<file path="config.mk">
export PLATFORM = sky130hd
export DESIGN_NAME = fc_stream_mac_engine
export DESIGN_NICKNAME = d
export VERILOG_FILES = /design/src/rtl/fc_pkg.sv /design/src/rtl/fc_mac_lane.sv /design/src/rtl/fc_stream_mac_engine.sv
export SDC_FILE = /design/constraint.sdc
export NUM_CORES = 2
export LEC_CHECK = 0
export CAP_MARGIN = 40
export CORE_AREA = 4 4 522 369
export DETAILED_ROUTE_END_ITERATION = 12
export DIE_AREA = 0 0 526 373
export PLACE_DENSITY_LB_ADDON = 0.12
export SLEW_MARGIN = 10
export SYNTH_ARGS = -nofsm -noshare
export SYNTH_HDL_FRONTEND = slang
export SYNTH_HIERARCHICAL = 1
export SYNTH_SLANG_ARGS = --single-unit
</file>
<file path="constraint.sdc">
create_clock -name clk -period 17.22 [get_ports clk]
set_input_delay 3.444 -clock clk [delete_from_list [all_inputs] [get_ports clk]]
set_output_delay 3.444 -clock clk [all_outputs]
set_load 0.03 [all_outputs]
</file>
<file path="src/rtl/fc_pkg.sv">
// rtl/fc_pkg.sv - FC engine states, saturation bounds and output scaling (build option FC_RELU_EN)
package fc_pkg;

    localparam int FC_DATA_W  = 8;
    localparam int FC_ACC_W   = 32;
    localparam int FC_SAT_MAX = (1 << (FC_DATA_W - 1)) - 1;
    localparam int FC_SAT_MIN = -(1 << (FC_DATA_W - 1));

    typedef enum logic [2:0] {
        IDLE,
        LOAD_X,
        BIAS,
        MAC,
        DRAIN,
        DONE
    } fc_state_e;

    // Arithmetic right shift, optional ReLU clamp, then saturation to the element range.
    function automatic logic [FC_DATA_W-1:0] sat_shift(input logic signed [FC_ACC_W-1:0] acc,
                                                       input logic [4:0] shift);
        logic signed [FC_ACC_W-1:0] s;
        s = acc >>> shift;
`ifdef FC_RELU_EN
        if (s < 0) begin
            s = '0;
        end
`else
        s = s;
`endif
        if (s > FC_SAT_MAX) begin
            return FC_DATA_W'(FC_SAT_MAX);
        end
        if (s < FC_SAT_MIN) begin
            return FC_DATA_W'(FC_SAT_MIN);
        end
        return s[FC_DATA_W-1:0];
    endfunction

endpackage

</file>
<file path="src/rtl/fc_mac_lane.sv">
// rtl/fc_mac_lane.sv - one output-neuron accumulator with bias load, MAC and scaled saturated result
module fc_mac_lane
    import fc_pkg::*;
#(
    parameter int DATA_W = 8,
    parameter int ACC_W  = 32
) (
    input  logic                     clk,
    input  logic                     rst,
    input  logic                     load_bias,
    input  logic                     mac_en,
    input  logic [4:0]               shift,
    input  logic signed [DATA_W-1:0] bias,
    input  logic signed [DATA_W-1:0] x_val,
    input  logic signed [DATA_W-1:0] w_val,
    output logic [DATA_W-1:0]        y
);

    logic signed [ACC_W-1:0]    acc;
    logic signed [2*DATA_W-1:0] prod;
    logic [ACC_W-1:0]           bias_ext;
    logic [ACC_W-1:0]           prod_ext;

    assign prod     = x_val * w_val;
    assign bias_ext = {{(ACC_W - DATA_W){bias[DATA_W-1]}}, bias};
    assign prod_ext = {{(ACC_W - 2 * DATA_W){prod[2*DATA_W-1]}}, prod};

    // Accumulator: bias is pre-scaled so the final shift leaves it at unit weight; sums wrap at ACC_W.
    always_ff @(posedge clk) begin
        if (rst) begin
            acc <= '0;
        end else if (load_bias) begin
            acc <= bias_ext << shift;
        end else if (mac_en) begin
            acc <= acc + prod_ext;
        end
    end

    assign y = DATA_W'(sat_shift(FC_ACC_W'(acc), shift));

endmodule

</file>
<file path="src/rtl/fc_stream_mac_engine.sv">
// rtl/fc_stream_mac_engine.sv - streamed, lane-multiplexed fully-connected layer (ReLU via FC_RELU_EN)
module fc_stream_mac_engine
    import fc_pkg::*;
#(
    parameter int DATA_W  = 8,
    parameter int ACC_W   = 32,
    parameter int MAX_IN  = 128,
    parameter int MAX_OUT = 64,
    parameter int LANES   = 4
) (
    input  logic                       clk,
    input  logic                       rst,
    input  logic                       start,
    input  logic [$clog2(MAX_IN):0]    in_size,
    input  logic [$clog2(MAX_OUT):0]   out_size,
    input  logic [4:0]                 shift_amt,
    input  logic                       x_valid,
    output logic                       x_ready,
    input  logic [DATA_W-1:0]          x_data,
    input  logic                       w_valid,
    output logic                       w_ready,
    input  logic [LANES*DATA_W-1:0]    w_data,
    output logic                       y_valid,
    input  logic                       y_ready,
    output logic [DATA_W-1:0]          y_data,
    output logic                       busy,
    output logic                       done
);

    localparam int IN_W  = $clog2(MAX_IN) + 1;
    localparam int OUT_W = $clog2(MAX_OUT) + 1;
    localparam int AW    = $clog2(MAX_IN);
    localparam int LW    = (LANES > 1) ? $clog2(LANES) : 1;

    fc_state_e state, state_nx;

    logic [IN_W-1:0]   in_sz, idx, in_clamped;
    logic [OUT_W-1:0]  out_sz, base, out_clamped;
    logic [LW-1:0]     lane;
    logic [4:0]        shift_r;
    logic [DATA_W-1:0] xbuf [MAX_IN];
    logic [DATA_W-1:0] lane_y [LANES];
    logic [DATA_W-1:0] x_cur;
    logic [OUT_W:0]    nxt_neuron, nxt_group;
    logic              x_fire, w_fire, y_fire;
    logic              idx_last, lane_last, more_groups, bias_en, mac_en;

    assign x_fire      = x_valid && x_ready;
    assign w_fire      = w_valid && w_ready;
    assign y_fire      = y_valid && y_ready;
    assign idx_last    = (idx == in_sz - IN_W'(1));
    assign nxt_neuron  = {1'b0, base} + (OUT_W + 1)'(lane) + (OUT_W + 1)'(1);
    assign nxt_group   = {1'b0, base} + (OUT_W + 1)'(LANES);
    assign lane_last   = (lane == LW'(LANES - 1)) || (nxt_neuron >= {1'b0, out_sz});
    assign more_groups = nxt_group < {1'b0, out_sz};
    assign bias_en     = (state == BIAS) && w_fire;
    assign mac_en      = (state == MAC) && w_fire;
    assign x_cur       = xbuf[idx[AW-1:0]];

    // Out-of-range sizes are forced into 1..max so the counters always terminate.
    always_comb begin
        in_clamped  = in_size;
        out_clamped = out_size;
        if (in_size == '0) begin
            in_clamped = IN_W'(1);
        end else if (in_size > IN_W'(MAX_IN)) begin
            in_clamped = IN_W'(MAX_IN);
        end
        if (out_size == '0) begin
            out_clamped = OUT_W'(1);
        end else if (out_size > OUT_W'(MAX_OUT)) begin
            out_clamped = OUT_W'(MAX_OUT);
        end
    end

    // State register.
    always_ff @(posedge clk) begin
        if (rst) begin
            state <= IDLE;
        end else begin
            state <= state_nx;
        end
    end

    // Next-state: each phase advances only on its own stream handshakes.
    always_comb begin
        state_nx = state;
        case (state)
            IDLE:    if (start) state_nx = LOAD_X;
            LOAD_X:  if (x_fire && idx_last) state_nx = BIAS;
            BIAS:    if (w_fire) state_nx = MAC;
            MAC:     if (w_fire && idx_last) state_nx = DRAIN;
            DRAIN:   if (y_fire && lane_last) state_nx = more_groups ? BIAS : DONE;
            DONE:    state_nx = IDLE;
            default: state_nx = IDLE;
        endcase
    end

    // Size latch, element index, group base and drain lane pointer.
    always_ff @(posedge clk) begin
        if (rst) begin
            in_sz   <= '0;
            out_sz  <= '0;
            shift_r <= '0;
            idx     <= '0;
            base    <= '0;
            lane    <= '0;
        end else begin
            case (state)
                IDLE: begin
                    if (start) begin
                        in_sz   <= in_clamped;
                        out_sz  <= out_clamped;
                        shift_r <= shift_amt;
                        idx     <= '0;
                        base    <= '0;
                        lane    <= '0;
                    end
                end
                LOAD_X, MAC: begin
                    if ((state == LOAD_X) ? x_fire : w_fire) begin
                        idx <= idx_last ? '0 : idx + IN_W'(1);
                    end
                end
                DRAIN: begin
                    if (y_fire) begin
                        if (lane_last) begin
                            lane <= '0;
                            base <= nxt_group[OUT_W-1:0];
                        end else begin
                            lane <= lane + LW'(1);
                        end
                    end
                end
                default: ;
            endcase
        end
    end

    // Input vector buffer, reused by every output group.
    always_ff @(posedge clk) begin
        if (x_fire) begin
            xbuf[idx[AW-1:0]] <= x_data;
        end
    end

    for (genvar k = 0; k < LANES; k++) begin : g_lane
        fc_mac_lane #(
            .DATA_W (DATA_W),
            .ACC_W  (ACC_W)
        ) u_lane (
            .clk       (clk),
            .rst       (rst),
            .load_bias (bias_en),
            .mac_en    (mac_en),
            .shift     (shift_r),
            .bias      (w_data[k*DATA_W +: DATA_W]),
            .x_val     (x_cur),
            .w_val     (w_data[k*DATA_W +: DATA_W]),
            .y         (lane_y[k])
        );
    end

    assign x_ready = (state == LOAD_X);
    assign w_ready = (state == BIAS) || (state == MAC);
    assign y_valid = (state == DRAIN);
    assign y_data  = y_valid ? lane_y[lane] : '0;
    assign busy    = (state != IDLE);
    assign done    = (state == DONE);

endmodule

</file>
==> impl_metrics.ini <==
[outcome]
status = complete, no violations

[floorplanning]
dieArea_um2 = 196200
core_um2 = 187200
initial_core_util_pct = 39.95
rows = 133
die_w_um = 526
dieHeight_um = 373
io_pins = 79

[global_route]
top_usage_layer = met1
antenna_found_initial = 12
grt_pass1_wl_um = 326700
grt_usage_pct = 21.61
use_met1_pct = 34.89
grt_overflow = 0
use_met3_pct = 5.352
grt_max_degree = 166
grt_util_met2_pct = 28.90
grt_pass1_vias = 49432

[logic_synthesis]
ys_types = 105
yosys.area.top_type_share_pct = 41.12
synth_edf_count = 1024
ys.flop_type = edfxtp_1
yosysTopAreaCell = edfxtp_1
yosys.cell_count.top_type = edfxtp_1
syn_nets = 6636
synth_common_cells = edfxtp_1 (1024), inv_1 (449), nor2_1 (447)
seq_area_frac_synth_pct = 45.75
synth_area_leaders = edfxtp_1 (41%), mux4_2 (12%), fa_1 (6.0%)
ys_ff_latch = 1197
syn_inst = 6088
ys_async_sr_fraction_pct = 0
synth_area_um2 = 74780
yosys_warnings = 6
syn_area_per_cell_um2 = 12.28

[setup_path]
critical_path.endpoint_type = register
cp-start-kind = register
cp_max_fo = 35
path_class = reg2reg
crit_slowest_cell = a22oi_1
worst-path-stages = 32
crit_required_ns = 17.89
cp_top_family = compound AO/OA/AOI/OAI gates
r2r_cells = 32
crit_buf_inv = 6
worstPathArrival_ns = 12.05
max_stage_delay_ns = 0.85

[detailed_routing]
initialDrtViolationCount = 5672
ant_nets = 0
drcViolationCount = 0
dr.pass1.iters = 6
vias_per_cell = 5.838
wl_per_cell_um = 24.64
vias = 50927
drt-total-wl_um = 215000

[power_and_ir_drop]
ir_drop_uv = 136.3
leakagePower_uw = 0.02924
p_per_area_nw_per_um2 = 139.2

[clock_network]
numCtsBuffers = 118
postCtsSetupRepairBufs = 0
htree_levels = 3
tritoncts = built
clkSinkCount = 1197
clockRootBuffer = clkbuf_16
clk_path_buf_depth = 3
postCtsHoldBufs = 0
cts_resized = 0
cts.clk_slew.worst_paths_ns = 0.06
clock_latency_ns = 0.77

[placement]
hpwl_um = 151700
placed_area_um2 = 78540
routabilityCongestion = 0.8797
portBuffers = 78

[timing]
finalHoldViolations = 0
tightest_slew_ns = 1.069
skew_ns = 0.04932
fin_crit_sh_pct = 66.10
min_period_ns = 11.38
setup-tns-final_ns = 0
max_slew_margin_pct = 28.71
max_freq_mhz = 87.86
final_max_slew_viol_count = 0
timing.hold.ws_ns = 0.4599
rsz0062_at_grt = false
finalSetupViolCount = 0

[finish]
fin_area_um2 = 82630
area_growth_pct = 10.49
fillCellCount = 17163
layout-drive-gt1-share_pct = 14.74
fin_util_pct = 44.14
layout.nets = 6670

[min_path]
hold_depth = 2
holdCritStartpoint = out_sz[3]$_SDFFE_PP0P_
hold_path.class = reg2reg

[flow_run]
cap_violations = 0
worst register-to-register path, delay by kind of cell, from the launching register on:
family / cells / cell delay (ns)
flops: 1 / 0.76
mux: 3 / 1.28
compound gates: 12 / 3.88
fa+ha+maj: 6 / 2.93
simple gates: 5 / 1.14
buf+inv: 6 / 1.31
kinds of logic after synthesis:
family	share of synthesized area [%]
AND/OR/NAND/NOR	10.10
flip-flops	45.75
AO/OA/AOI/OAI	10.23
buffers and inverters	4.626
multiplexers	16.96
adder cells (fa/ha/maj)	10.31
XOR/XNOR	2.019
power breakdown:
part	internal, uW	total [uW]	switching, uW
Sequential	3140	3170	22.4
Clock	1510	2690	1180
Combinational	2250	5640	3390
Total	6900	11500	4600
registers in the layout, indices dropped and copies added (netlist names), named ones only:
register and cells:
g_lane.u_lane/acc 128, xbuf 1024, base 5, out_sz 7, shift_r 5, state 3, in_sz 8, idx 8
lane 2
final cells by class:
type / count / area, um^2 / area share (%)
timing repair buffer: 251 / 2381 / 2.882
sequential: 1197 / 34250 / 41.45
multi-input combinational: 4095 / 37160 / 44.97
antenna: 3 / 7.507 / 0.009086
clock buffer: 133 / 3009 / 3.642
inverter: 459 / 1723 / 2.085
tap: 2497 / 3124 / 3.781
clock inverter: 88 / 980.9 / 1.187
per-stage QoR:
step	setup slack, ns	instances	power (uW)
final	5.838	8723	11500
after global routing	4.904	8722	12400
after CTS	5.579	8712	11530
after detailed placement	5.596	8491	8805
after global placement	5.444	8395	8718
after floorplan	7.167	6088	7552
per-layer routing:
metal,vias up,wire [um]
met5,-,445
met4,6,4020
met3,234,18290
met2,1834,85870
met1,25910,106300
li1,22943,-
path summary, 6_finish.rpt:
check	endpoint	slack (ns)
setup / recovery	g_lane[3].u_lane/acc[30]$_SDFFE_PP0P_	5.84
hold / removal	out_sz[3]$_SDFFE_PP0P_	0.46
setup reg to reg	g_lane[3].u_lane/acc[30]$_SDFFE_PP0P_	5.84
hold reg to reg	out_sz[3]$_SDFFE_PP0P_	0.46
cell usage in the layout (no fill, tap or decap), types with 26 or more instances in the layout:
cell type | netlist | final
edfxtp_1 | 1024 | 1024
inv_1 | 449 | 449
nor2_1 | 447 | 446
mux4_2 | 397 | 397
a21oi_1 | 392 | 392
nand2_1 | 379 | 379
ha_1 | 258 | 258
mux2i_1 | 241 | 241
fa_1 | 224 | 224
and2_1 | 211 | 211
dfxtp_1 | 173 | 163
o21ai_0 | 162 | 162
buf_4 | 33 | 152
clkbuf_16 | 0 | 118
xnor2_1 | 120 | 117
nor3_1 | 108 | 107
a211oi_1 | 96 | 96
nand3_1 | 87 | 87
nor2b_1 | 86 | 86
a21o_1 | 72 | 72
clkdlybuf4s50_1 | 0 | 69
a31oi_1 | 67 | 67
xor2_1 | 48 | 48
mux2_2 | 47 | 47
nand4_1 | 43 | 43
a22oi_1 | 38 | 38
and3_1 | 37 | 37
o21a_1 | 33 | 33
o211ai_1 | 31 | 31
o21bai_1 | 30 | 30
o21ai_1 | 30 | 30
o31ai_1 | 29 | 29
clkinv_1 | 2 | 29
nand2b_1 | 27 | 27
nand3b_1 | 26 | 26
Note: power is estimated with default switching activity, not from simulation.
